===== config.mk =====
export PLATFORM = sky130hd
export DESIGN_NAME = encode83_debounced
export DESIGN_NICKNAME = d
export VERILOG_FILES = /design/src/rtl/encode83_debounced.sv
export SDC_FILE = /design/constraint.sdc
export NUM_CORES = 1
export LEC_CHECK = 0
export ABC_AREA = 1
export BUFFER_PORTS_ARGS = -buffer_cell sky130_fd_sc_hd__buf_2
export CORE_MARGIN = 4
export CORE_UTILIZATION = 58
export DETAILED_ROUTE_END_ITERATION = 6
export PLACE_DENSITY = 0.74
export SLEW_MARGIN = 20
export SYNTH_ARGS = -nofsm -noshare
export SYNTH_HDL_FRONTEND = slang
export SYNTH_SLANG_ARGS = --single-unit

===== constraint.sdc =====
create_clock -name clk -period 2.2 [get_ports clk]
set_input_delay 0.55 -clock clk [delete_from_list [all_inputs] [get_ports clk]]
set_output_delay 0.55 -clock clk [all_outputs]
set_load 0.05 [all_outputs]

===== src/rtl/encode83_debounced.sv =====
// encode83_debounced
// Eight raw switch inputs pass through a two-flop synchronizer and a
// whole-vector debouncer. The highest set bit of the accepted vector is then
// encoded into a 3-bit index and a 4-bit digit code that feeds a BCD
// seven-segment decoder directly; 4'hF is the decoder's blank code.
// A one-cycle change pulse and a BCD (0..9) change counter are also provided.
//
// Timing from a new x held steady (edges counted from its first sampling edge):
//   edge 1 s1, edge 2 s2, edge 3 cand, edge 3+DEBOUNCE_CYCLES stable,
//   edge 4+DEBOUNCE_CYCLES outputs and chg.
//
// There is no handshake on this block. en is a plain level enable for the
// output registers only; the synchronizer and debouncer always run.

module encode83_debounced #(
  parameter int DEBOUNCE_CYCLES = 4,
  parameter int DCNT_W          = 16
) (
  input  logic       clk,
  input  logic       rst,
  input  logic       en,
  input  logic [7:0] x,
  output logic [2:0] y,
  output logic       valid,
  output logic [3:0] digit,
  output logic       chg,
  output logic [3:0] chg_cnt
);

  // Terminal debounce count: when cand has matched s2 on this many
  // consecutive edges after being loaded, the next matching edge accepts it.
  localparam logic [DCNT_W-1:0] DCNT_LAST = DCNT_W'(DEBOUNCE_CYCLES - 1);

  // Synchronizer stages
  logic [7:0]        s1_q, s2_q;

  // Debouncer state
  logic [7:0]        cand_q, cand_d;
  logic [DCNT_W-1:0] dcnt_q, dcnt_d;
  logic [7:0]        stable_q, stable_d;

  // Priority encoder result (combinational on stable_q)
  logic [2:0]        y_n;
  logic              v_n;

  // Output registers
  logic [2:0]        y_q, y_d;
  logic              valid_q, valid_d;
  logic [3:0]        digit_q, digit_d;
  logic              chg_q, chg_d;
  logic [3:0]        chg_cnt_q, chg_cnt_d;

  // Two-flop synchronizer for the asynchronous switch vector.
  always_ff @(posedge clk) begin
    if (rst) begin
      s1_q <= '0;
      s2_q <= '0;
    end else begin
      s1_q <= x;
      s2_q <= s1_q;
    end
  end

  // Debounce next state: any change of s2 restarts the window; a full window
  // of matches copies cand into stable, after which the counter parks at the
  // terminal value so stable keeps being refreshed with the same vector.
  always_comb begin
    cand_d   = cand_q;
    dcnt_d   = dcnt_q;
    stable_d = stable_q;
    if (s2_q != cand_q) begin
      cand_d = s2_q;
      dcnt_d = '0;
    end else if (dcnt_q == DCNT_LAST) begin
      stable_d = cand_q;
    end else begin
      dcnt_d = dcnt_q + DCNT_W'(1);
    end
  end

  // Debounce registers.
  always_ff @(posedge clk) begin
    if (rst) begin
      cand_q   <= '0;
      dcnt_q   <= '0;
      stable_q <= '0;
    end else begin
      cand_q   <= cand_d;
      dcnt_q   <= dcnt_d;
      stable_q <= stable_d;
    end
  end

  // Priority encode: ascending scan so the highest set bit wins; an all-zero
  // vector yields index 0 with v_n low.
  always_comb begin
    y_n = 3'd0;
    for (int i = 0; i < 8; i++) begin
      if (stable_q[i]) y_n = 3'(i);
    end
    v_n = |stable_q;
  end

  // Output next state: with en high, load the encoder result and pulse chg if
  // the encoded {valid, y} differs from what is currently presented; the BCD
  // counter advances on the same edge as the pulse. With en low everything
  // holds and chg drops, so changes while disabled collapse into one pulse
  // when en returns.
  always_comb begin
    y_d       = y_q;
    valid_d   = valid_q;
    digit_d   = digit_q;
    chg_d     = 1'b0;
    chg_cnt_d = chg_cnt_q;
    if (en) begin
      y_d     = y_n;
      valid_d = v_n;
      digit_d = v_n ? {1'b0, y_n} : 4'hF;
      chg_d   = ({v_n, y_n} != {valid_q, y_q});
      if (chg_d) begin
        chg_cnt_d = (chg_cnt_q == 4'd9) ? 4'd0 : chg_cnt_q + 4'd1;
      end
    end
  end

  // Output registers; reset overrides en.
  always_ff @(posedge clk) begin
    if (rst) begin
      y_q       <= 3'd0;
      valid_q   <= 1'b0;
      digit_q   <= 4'hF;
      chg_q     <= 1'b0;
      chg_cnt_q <= 4'd0;
    end else begin
      y_q       <= y_d;
      valid_q   <= valid_d;
      digit_q   <= digit_d;
      chg_q     <= chg_d;
      chg_cnt_q <= chg_cnt_d;
    end
  end

  assign y       = y_q;
  assign valid   = valid_q;
  assign digit   = digit_q;
  assign chg     = chg_q;
  assign chg_cnt = chg_cnt_q;

endmodule


==> results.sh, run 1 <==
export IMPL_min_path_type="reg -> reg"
export IMPL_post_dp_cell_area_sq_mm=0.00270
export IMPL_holdWs_ns=0.405
export IMPL_crit_slowest_cell="dfxtp_1"
export IMPL_synth_mux_area_share_pct=0.442
export IMPL_die_x_um=74.3
export IMPL_gp_congestion=0.834
export IMPL_grt_pass1_vias=1841
export IMPL_drc=0
export IMPL_slew_violations=0
export IMPL_tightest_slew_ns=0.350
export IMPL_numCtsBuffers=9
export IMPL_grt_pass1_wl_um=7660
export IMPL_die_h_um=74.3
export IMPL_run_status="complete, no violations"
export IMPL_fin_crit_ns=1.64
export IMPL_cp_max_fo=16
export IMPL_syn2layout_area_growth_pct=12.1
export IMPL_layout_setup_ws_ns=0.561
export IMPL_postLayoutCoreUtil_pct=69.5
export IMPL_holdBufCountCts=0
export IMPL_insertion_delay_ns=0.33
export IMPL_power_leakage_nw=1.29
export IMPL_port_buffer_count=23
export IMPL_fin_setup_tns_ns=0
export IMPL_n_fill_cell=365
export IMPL_setup_viol=0
export IMPL_via_per_inst=4.82
export IMPL_io_pins=24
export IMPL_cts_root_buf="clkbuf_8"
export IMPL_rsz0062_at_grt="false"
export IMPL_avgSynthCellArea_sq_um=7.52
export IMPL_worst_ep_arrival_time_ns=1.84
export IMPL_crit_type="reg -> reg"
export IMPL_reg2regPathDepth=8
export IMPL_multi_input_area_sq_mm=0.00107
export IMPL_max_vdd_ir_drop_mv=0.511
export IMPL_cpPeakStageDelay_ns=0.39
export IMPL_synth_most_common_cell="dfxtp_1"
export IMPL_antenna_found_initial=0
export IMPL_synth_xor_area_share_pct=3.43
export IMPL_wl_um=4290
export IMPL_core_area_sq_mm=0.00412
export IMPL_synthesis_area_sq_mm=0.00255
export IMPL_initial_core_util_pct=62.0
export IMPL_cts_resized=0
export IMPL_synth_seq_cells=61
export IMPL_via_count=2028
export IMPL_syn_inst=339
export IMPL_async_flop_share_pct=0
export IMPL_hold_path_depth=2
export IMPL_cts_tree="done"
export IMPL_cp_top_family="simple AND/OR/NAND/NOR gates"
export IMPL_crit_buf_inv=1
export IMPL_synth_compound_area_share_pct=8.05
export IMPL_place_ws_ns=0.604
export IMPL_clock_sinks=61
export IMPL_final_instance_count_excl_fill=421
export IMPL_yosysWarnings=0
export IMPL_dp_cells=406
export IMPL_drtIter0Drc=73
export IMPL_seq_area_sq_mm=0.00122
export IMPL_syn_num_nets=351
export IMPL_critical_path_depth=8
export IMPL_maxCapViolations=0
export IMPL_final_cell_area_sq_mm=0.00286
export IMPL_synthAdderAreaFrac_pct=0.491
export IMPL_path_cells="ha_1 > inv_2 > nor2_2 > nand4_2 > nor3_4 > nand2_4 > nor2_1 > nor3b_1"
export IMPL_end_kind="register"
export IMPL_ys_seq_area_share_pct=47.9
export IMPL_cts_setup_buffers=0
export IMPL_synthFlopType="dfxtp_1"
export IMPL_dpl_hpwl_um=2990
export IMPL_cts_buffer_depth=2
export IMPL_wl_per_cell_um=10.2
export IMPL_netlist_top_cells_count="61 x dfxtp_1, 59 x nand2_1, 58 x nor2_1, 50 x inv_1, 21 x a21oi_1"
export IMPL_die_area_sq_mm=0.00552
export IMPL_clock_skew_ns=0.00943
export IMPL_rows=23
export IMPL_synth_top_area_share_pct=47.9
export IMPL_num_antenna_cells=0
export IMPL_synth_distinct_cells=32
export IMPL_drt_pass1_iter_count=4
export IMPL_timing_fmax_mhz=610
export IMPL_ant_nets=0
export IMPL_synth_edf_count=0
export IMPL_htree_levels=3
export IMPL_slew_headroom_pct=76.7
export IMPL_grt_use_total_pct=18.3
export IMPL_finalPower_mw=2.10
export IMPL_synthSimpleGateAreaFrac_pct=29.6
export IMPL_period_share_pct=74.5
export IMPL_synthTopCellsByArea="dfxtp_1 48%, nand2_1 8.7%, nor2_1 8.5%"
export IMPL_clkTransAtPathRegs_ns=0.06
export IMPL_worstPathRequired_ns=2.40
export IMPL_finalHoldViolations=0
export IMPL_start_kind="register"
export IMPL_power_density_mw_per_mm2=733
export IMPL_final_layout_size_suffix_gt1_share_pct=15.9
export IMPL_yosys_area_top_type="dfxtp_1"
export IMPL_fin_nets=379
export IMPL_synth_top_family_by_area="simple AND/OR/NAND/NOR gates"
export IMPL_grt_overflow=0
export IMPL_grt_max_degree=36
[path summary, 6_finish.rpt]
check                                             from                  endpoint  slack, ns
worst min register to register      s1_q[6]$_SDFF_PP0_        s2_q[6]$_SDFF_PP0_       0.40
worst min-delay path                s1_q[6]$_SDFF_PP0_        s2_q[6]$_SDFF_PP0_       0.40
worst max register to register  dcnt_q[0]$_SDFFE_PP0N_  stable_q[7]$_SDFFE_PP0P_       0.56
worst max-delay path            dcnt_q[0]$_SDFFE_PP0N_  stable_q[7]$_SDFFE_PP0P_       0.56
[logic make-up (layout without fill, tap and decap cells)]
group	Yosys count	after routing
compound gates	40	40
flops	61	61
fa+ha+maj	1	1
buf+inv	66	98
mux	1	1
simple gates	160	160
xor+xnor	10	10
[routing by layer]
layer	wire [um]	GRT usage [%]	share of wire (%)
met3	266	5.41	6.2
met2	1860	29.0	43
met4	102	10.9	2.4
met1	2060	22.1	48
met5	0	0	0
[final cells by class]
class                           count  area share [%]
Clock buffer                       13            5.21
Multi-Input combinational cell    212            37.5
Inverter                           59            7.75
Timing Repair Buffer               24            4.29
Clock inverter                      2           0.350
Tap cell                           50            2.19
Sequential cell                    61            42.7
[state kept, by name (all words and copies together) (netlist names)]
name,cells
cand_q,8
chg,1
chg_cnt,4
dcnt_q,16
digit,4
s1_q,8
s2_q,8
stable_q,8
valid,1
y,3
[where the power goes]
| part | internal (mW) | leakage, nW | switching (mW) | total (mW) |
|---|---|---|---|---|
| Sequential | 1.13 | 0.497 | 0.0161 | 1.15 |
| Clock | 0.430 | 0.0833 | 0.378 | 0.808 |
| Combinational | 0.0440 | 0.712 | 0.0952 | 0.139 |
[worst min-delay path, stage by stage, from the launching register on]
cell,delay (ns)
dfxtp_1,0.29
inv_1,0.04
nor2_1,0.03
[placed cells by master, fill, tap and decap left out, types with 4 or more instances in the layout]
cell      instances
dfxtp_1          61
nand2_1          59
nor2_1           58
inv_1            50
buf_2            23
a21oi_1          21
nand3_1          15
o21ai_1          10
clkbuf_8         10
xor2_1            7
inv_2             7
o21ai_0           7
nor3_1            4
(Power assumes the default switching activity.)
==> run 2, diff against run 1 <==
- ABC_AREA: 1 -> 0
- CORE_UTILIZATION: 58 -> 57
- PLACE_DENSITY: 0.74 -> 0.73
- clock period: 2.2 -> 1.65 ns (I/O delays scaled with it)
==> run 2 against run 1 <==
  * The run now ends with setup timing left
  * Critical path depth shrank 2
  * Synthesized cell count shrank 29%
  * Largest power group unchanged
  * Flip-flop and latch count unchanged
  * Global-route usage is 0.55 points higher
  * Wire length down 2.1%
  * Maximum frequency shrank 19%
  * Synthesized area is 7.4% lower
  * Via count down 14%
  * Die area fell by 5.1%
  * Non-clock buffer count grew 27
  * Sequential power up 34%
  * Cell count is 17% lower
==> results.sh, run 2 <==
export IMPL_fin_setup_tns_ns=-1.76
export IMPL_wl_um=4200
export IMPL_cpPeakStageDelay_ns=0.58
export IMPL_post_dp_cell_area_sq_mm=0.00277
export IMPL_maxCapViolations=0
export IMPL_path_cells="or4_4 > nor4b_4 > a311oi_2 > o311ai_4 > mux2i_1 > a31oi_1"
export IMPL_grt_overflow=0
export IMPL_antenna_found_initial=0
export IMPL_postLayoutCoreUtil_pct=75.9
export IMPL_fin_crit_ns=2.03
export IMPL_synthTopCellsByArea="dfxtp_1 52%, nor2b_1 6.9%, xor2_1 5.9%"
export IMPL_hold_start="x[7]"
export IMPL_drt_pass1_iter_count=4
export IMPL_synth_top_area_share_pct=51.7
export IMPL_final_common_cell="dfxtp_1"
export IMPL_via_per_inst=4.99
export IMPL_initial_core_util_pct=59.1
export IMPL_crit_type="reg -> reg"
export IMPL_cp_top_family="simple AND/OR/NAND/NOR gates"
export IMPL_fin_nets=308
export IMPL_crit_slowest_cell="or4_4"
export IMPL_async_flop_share_pct=0
export IMPL_die_area_sq_mm=0.00524
export IMPL_cts_tree="done"
export IMPL_mostFrequentLayoutCells="56 x dfxtp_1, 36 x nor2_1, 27 x buf_4"
export IMPL_die_x_um=72.4
export IMPL_final_layout_size_suffix_gt1_share_pct=32.2
export IMPL_insertion_delay_ns=0.34
export IMPL_max_vdd_ir_drop_mv=0.760
export IMPL_rows=23
export IMPL_n_fill_cell=287
export IMPL_yosysWarnings=0
export IMPL_synth_seq_cells=61
export IMPL_switchingPower_uw=731
export IMPL_avgSynthCellArea_sq_um=9.76
export IMPL_syn_num_nets=254
export IMPL_port_buffer_count=23
export IMPL_power_density_mw_per_mm2=974
export IMPL_ant_nets=0
export IMPL_synthFlopType="dfxtp_1"
export IMPL_p_sw_share_pct=24.7
export IMPL_die_h_um=72.4
export IMPL_dp_cells=333
export IMPL_largest_reg_flops=16
export IMPL_final_cell_area_sq_mm=0.00303
export IMPL_clock_skew_ns=0.00725
export IMPL_setup_viol=6
export IMPL_syn2layout_area_growth_pct=28.4
export IMPL_final_instance_count_excl_fill=351
export IMPL_slew_headroom_pct=67.5
export IMPL_yosys_area_top_type="dfxtp_1"
export IMPL_power_frac_comb_pct=7.6
export IMPL_crit_buf_inv=0
export IMPL_run_status="complete, but fails checks"
export IMPL_grt_pass1_vias=1669
export IMPL_ys_seq_area_share_pct=51.7
export IMPL_period_share_pct=123
export IMPL_drtIter0Drc=66
export IMPL_io_pins=24
export IMPL_grt_max_degree=26
export IMPL_cts_root_buf="clkbuf_8"
export IMPL_end_kind="register"
export IMPL_numCtsBuffers=9
export IMPL_clock_sinks=61
export IMPL_top_register="dcnt_q"
export IMPL_worstPathRequired_ns=1.87
export IMPL_finalHoldViolations=0
export IMPL_dpl_hpwl_um=3010
export IMPL_timing_fmax_mhz=493
export IMPL_via_count=1752
export IMPL_netlist_top_cells_count="61 x dfxtp_1, 37 x nor2_1, 26 x nor2b_1, 16 x nand2_1, 16 x xor2_1"
export IMPL_power_leakage_nw=1.24
export IMPL_gp_congestion=0.773
export IMPL_startpoint="stable_q[6]$_SDFFE_PP0P_"
export IMPL_p_clk_share_pct=40.2
export IMPL_finalPower_mw=2.96
export IMPL_tightest_slew_ns=0.485
export IMPL_drc=0
export IMPL_slew_violations=0
export IMPL_core_area_sq_mm=0.00400
export IMPL_layout_setup_ws_ns=-0.377
export IMPL_grt_use_total_pct=18.9
export IMPL_syn_inst=242
export IMPL_violations="setup timing"
export IMPL_wl_per_cell_um=12.0
export IMPL_cts_buffer_depth=2
export IMPL_min_path_type="in -> reg"
export IMPL_p_seq_share_pct=52.2
export IMPL_reg2reg_from="stable_q[6]$_SDFFE_PP0P_"
export IMPL_grt_pass1_wl_um=7400
export IMPL_num_antenna_cells=0
export IMPL_synthesis_area_sq_mm=0.00236
export IMPL_holdBufCountCts=0
export IMPL_htree_levels=3
export IMPL_synth_edf_count=0
export IMPL_worst_ep_arrival_time_ns=2.25
export IMPL_cp_max_fo=5
export IMPL_clkTransAtPathRegs_ns=0.07
export IMPL_synth_most_common_cell="dfxtp_1"
export IMPL_start_kind="register"
export IMPL_intPower_mw=2.23
export IMPL_synth_distinct_cells=39
export IMPL_rsz0062_at_grt="true"
run 2: what timing repair did:
item                                   4_1_cts  5_1_grt
pin swaps                                    0        4
setup endpoints to repair                   28       30
endpoints found under the hold margin        0        0
setup buffers                                2        0
resized for setup                            5       11
run 2: layout make-up:
type                    instances  area (sq um)  share of cell area [%]
clock inverters                 5          33.8                    1.11
repair buffers                 51           340                    11.2
well taps                      50          62.6                    2.06
inverters                       4          15.0                   0.495
multi-input cells             169          1200                    39.6
flip-flops and latches         61          1230                    40.5
clock buffers                  11           151                    4.99
run 2: worst register-to-register path: stages (launching register included):
cell and delay (ns):
dfxtp_2 0.33, or4_4 0.58, nor4b_4 0.24, a311oi_2 0.10
o311ai_4 0.35, mux2i_1 0.23, a31oi_1 0.09
run 2: path summary, 6_finish.rpt:
kind	slack, ns	cells after the start	to
max	-0.38	6	chg_cnt[3]$_SDFFE_PP0P_
min	0.28	2	s1_q[7]$_SDFF_PP0_
max reg2reg	-0.38	6	chg_cnt[3]$_SDFFE_PP0P_
min reg2reg	0.44	1	s2_q[6]$_SDFF_PP0_
run 2: power groups by stage:
stage	combinational [mW]	clock, mW	sequential, mW
after floorplan	0.101	0	1.62
after global placement	0.206	0	1.57
after detailed placement	0.211	0	1.58
after CTS	0.222	1.24	1.54
after global routing	0.247	1.29	1.55
final	0.225	1.19	1.54
run 2: through the flow:
stage | worst slack [ns] | hold slack [ns]
2_1_floorplan | -0.311 | 0.414
3_3_place_gp | -0.343 | 0.417
3_5_place_dp | -0.390 | 0.423
4_1_cts | -0.380 | 0.264
5_1_grt | -0.477 | 0.262
6_report | -0.377 | 0.282
run 2: logic make-up after synthesis:
kind of cell    synth area share (%)
buf+inv                         1.91
flops                           51.7
fa+ha+maj                      0.530
compound gates                  6.78
mux                             4.71
simple gates                    25.2
xor+xnor                        9.22
run 2: routing by layer:
| metal | global-route usage [%] | vias to the layer above | share of wire, % |
|---|---|---|---|
| met1 | 21.2 | 791 | 45 |
| met5 | 0 | - | 0 |
| met2 | 31.0 | 21 | 49 |
| met4 | 7.99 | 0 | 2.0 |
| li1 | - | 928 | - |
| met3 | 8.59 | 12 | 4.4 |
==> run 3, diff against run 2 <==
- CORE_UTILIZATION: 57 -> 45
- PLACE_DENSITY: 0.73 -> 0.6
==> run 3 against run 2 <==
  * The run still ends with setup timing left
  * Critical path depth is the same
  * Clock skew shrank 0.0014 ns
  * Utilization shrank 15 points
  * Combinational power grew 4%
  * Count of clock-buffer cells in the layout shrank 1
  * Hold slack gained 0.0015 ns
  * Critical endpoint unchanged
  * Setup slack lost 0.0084 ns
  * Non-clock buffer count grew 2
==> results.sh, run 3 (same netlist as run 2, synthesis figures left out) <==
export IMPL_clkTransAtPathRegs_ns=0.07
export IMPL_reg2reg_to="chg_cnt[3]$_SDFFE_PP0P_"
export IMPL_slew_violations=0
export IMPL_power_leakage_nw=1.27
export IMPL_fin_nets=310
export IMPL_core_area_sq_mm=0.00511
export IMPL_dpl_hpwl_um=3020
export IMPL_period_share_pct=123
export IMPL_cts_root_buf="clkbuf_8"
export IMPL_reg2reg_from="stable_q[6]$_SDFFE_PP0P_"
export IMPL_drc=0
export IMPL_grt_max_degree=24
export IMPL_clock_skew_ns=0.00588
export IMPL_post_dp_cell_area_sq_mm=0.00282
export IMPL_timing_fmax_mhz=491
export IMPL_grt_use_total_pct=15.5
export IMPL_insertion_delay_ns=0.33
export IMPL_initial_core_util_pct=46.3
export IMPL_fin_crit_ns=2.04
export IMPL_tightest_slew_ns=0.340
export IMPL_wl_per_cell_um=11.5
export IMPL_grt_pass1_wl_um=7650
export IMPL_final_common_cell="dfxtp_1"
export IMPL_crit_type="reg -> reg"
export IMPL_drtIter0Drc=68
export IMPL_final_instance_count_excl_fill=373
export IMPL_cts_tree="done"
export IMPL_maxCapViolations=0
export IMPL_hold_start="x[7]"
export IMPL_slew_headroom_pct=77.3
export IMPL_hold_path_depth=2
export IMPL_place_ws_ns=-0.381
export IMPL_violations="setup timing"
export IMPL_syn2layout_area_growth_pct=31.9
export IMPL_cp_max_fo=5
export IMPL_grt_overflow=0
export IMPL_reg2regPathDepth=6
export IMPL_via_per_inst=4.75
export IMPL_mostFrequentLayoutCells="56 x dfxtp_1, 36 x nor2_1, 28 x buf_4"
export IMPL_rsz0062_at_grt="true"
export IMPL_holdWs_ns=0.283
export IMPL_setup_viol=5
export IMPL_io_pins=24
export IMPL_via_count=1771
export IMPL_clock_sinks=61
export IMPL_die_area_sq_mm=0.00647
export IMPL_drt_pass1_iter_count=4
export IMPL_r2r_slack_ns=-0.39
export IMPL_largest_reg_flops=16
export IMPL_finalPower_mw=3.24
export IMPL_run_status="complete, but fails checks"
export IMPL_wl_um=4290
export IMPL_end_kind="register"
export IMPL_antenna_found_initial=0
export IMPL_numCtsBuffers=9
export IMPL_port_buffer_count=23
export IMPL_min_path_type="in -> reg"
export IMPL_dp_cells=355
export IMPL_gp_congestion=0.726
export IMPL_worstPathRequired_ns=1.87
export IMPL_die_h_um=80.5
export IMPL_holdBufCountCts=0
export IMPL_cts_buffer_depth=2
export IMPL_hold_path_end="s1_q[7]$_SDFF_PP0_"
export IMPL_rows=26
export IMPL_final_cell_area_sq_mm=0.00312
export IMPL_max_vdd_ir_drop_mv=0.665
export IMPL_finalHoldViolations=0
export IMPL_top_register="dcnt_q"
export IMPL_worst_ep_arrival_time_ns=2.25
export IMPL_htree_levels=3
export IMPL_power_density_mw_per_mm2=1040
export IMPL_die_x_um=80.5
export IMPL_num_antenna_cells=0
export IMPL_start_kind="register"
export IMPL_layout_setup_ws_ns=-0.385
export IMPL_grt_pass1_vias=1717
export IMPL_ant_nets=0
export IMPL_final_layout_size_suffix_gt1_share_pct=31.7
run 3: changes by cell type in the layout (fill, tap and decap cells not counted), sizes merged:
cell,change
clkbuf,-2
clkinv,+1
buf,+3
inv,-1
clkinvlp,-1
bufinv,+2
run 3: how the worst max path moves through the flow:
stage                                   from                 endpoint  cells past startpoint
global route        stable_q[6]$_SDFFE_PP0P_  chg_cnt[3]$_SDFFE_PP0P_                      6
floorplan           stable_q[6]$_SDFFE_PP0P_  chg_cnt[3]$_SDFFE_PP0P_                      6
CTS                 stable_q[6]$_SDFFE_PP0P_  chg_cnt[3]$_SDFFE_PP0P_                      6
finish              stable_q[6]$_SDFFE_PP0P_  chg_cnt[3]$_SDFFE_PP0P_                      6
detailed placement  stable_q[6]$_SDFFE_PP0P_  chg_cnt[3]$_SDFFE_PP0P_                      6
global placement    stable_q[6]$_SDFFE_PP0P_  chg_cnt[1]$_SDFFE_PP0P_                      5
run 3: cell type report:
| cell class | count | area [sq um] |
|---|---|---|
| fill | 455 | 1990 |
| clock inverter | 6 | 86.3 |
| multi-input combinational | 169 | 1190 |
| timing repair buffer | 53 | 365 |
| sequential | 61 | 1230 |
| clock buffer | 10 | 138 |
| tap | 70 | 87.6 |
| inverter | 4 | 15.0 |
run 3: metal layers:
metal | routed length, um | part of all wire, % | track usage (%)
met1 | 2080 | 48 | 19.6
met2 | 1930 | 45 | 23.5
met3 | 179 | 4.2 | 5.04
met4 | 105 | 2.4 | 8.11
met5 | 0 | 0 | 0
run 3: stage by stage:
stage / TNS (ns) / utilization (%)
global placement: -1.56 / 55.3
floorplan: -1.30 / -
global route: -2.20 / 61.0
finish: -1.64 / 61.0
CTS: -1.66 / 60.4
detailed placement: -1.70 / 55.3
run 3: report_power, final:
group | switching [mW] | internal [mW]
Combinational | 0.137 | 0.0966
Clock | 0.578 | 0.888
Sequential | 0.0276 | 1.51
Total | 0.743 | 2.50
run 3: what timing repair did:
| action | 4_1_cts | 5_1_grt |
|---|---|---|
| endpoints found under the setup margin | 14 | 16 |
| pin swaps | 2 | 7 |
| gates resized for setup | 5 | 6 |
| setup buffers | 1 | 1 |
run 3: critical path, cell delays in order (launching register included):
cell	delay (ns)
dfxtp_2	0.33
or4_4	0.58
nor4b_4	0.23
a311oi_2	0.10
o311ai_4	0.34
mux2i_1	0.24
a31oi_1	0.10
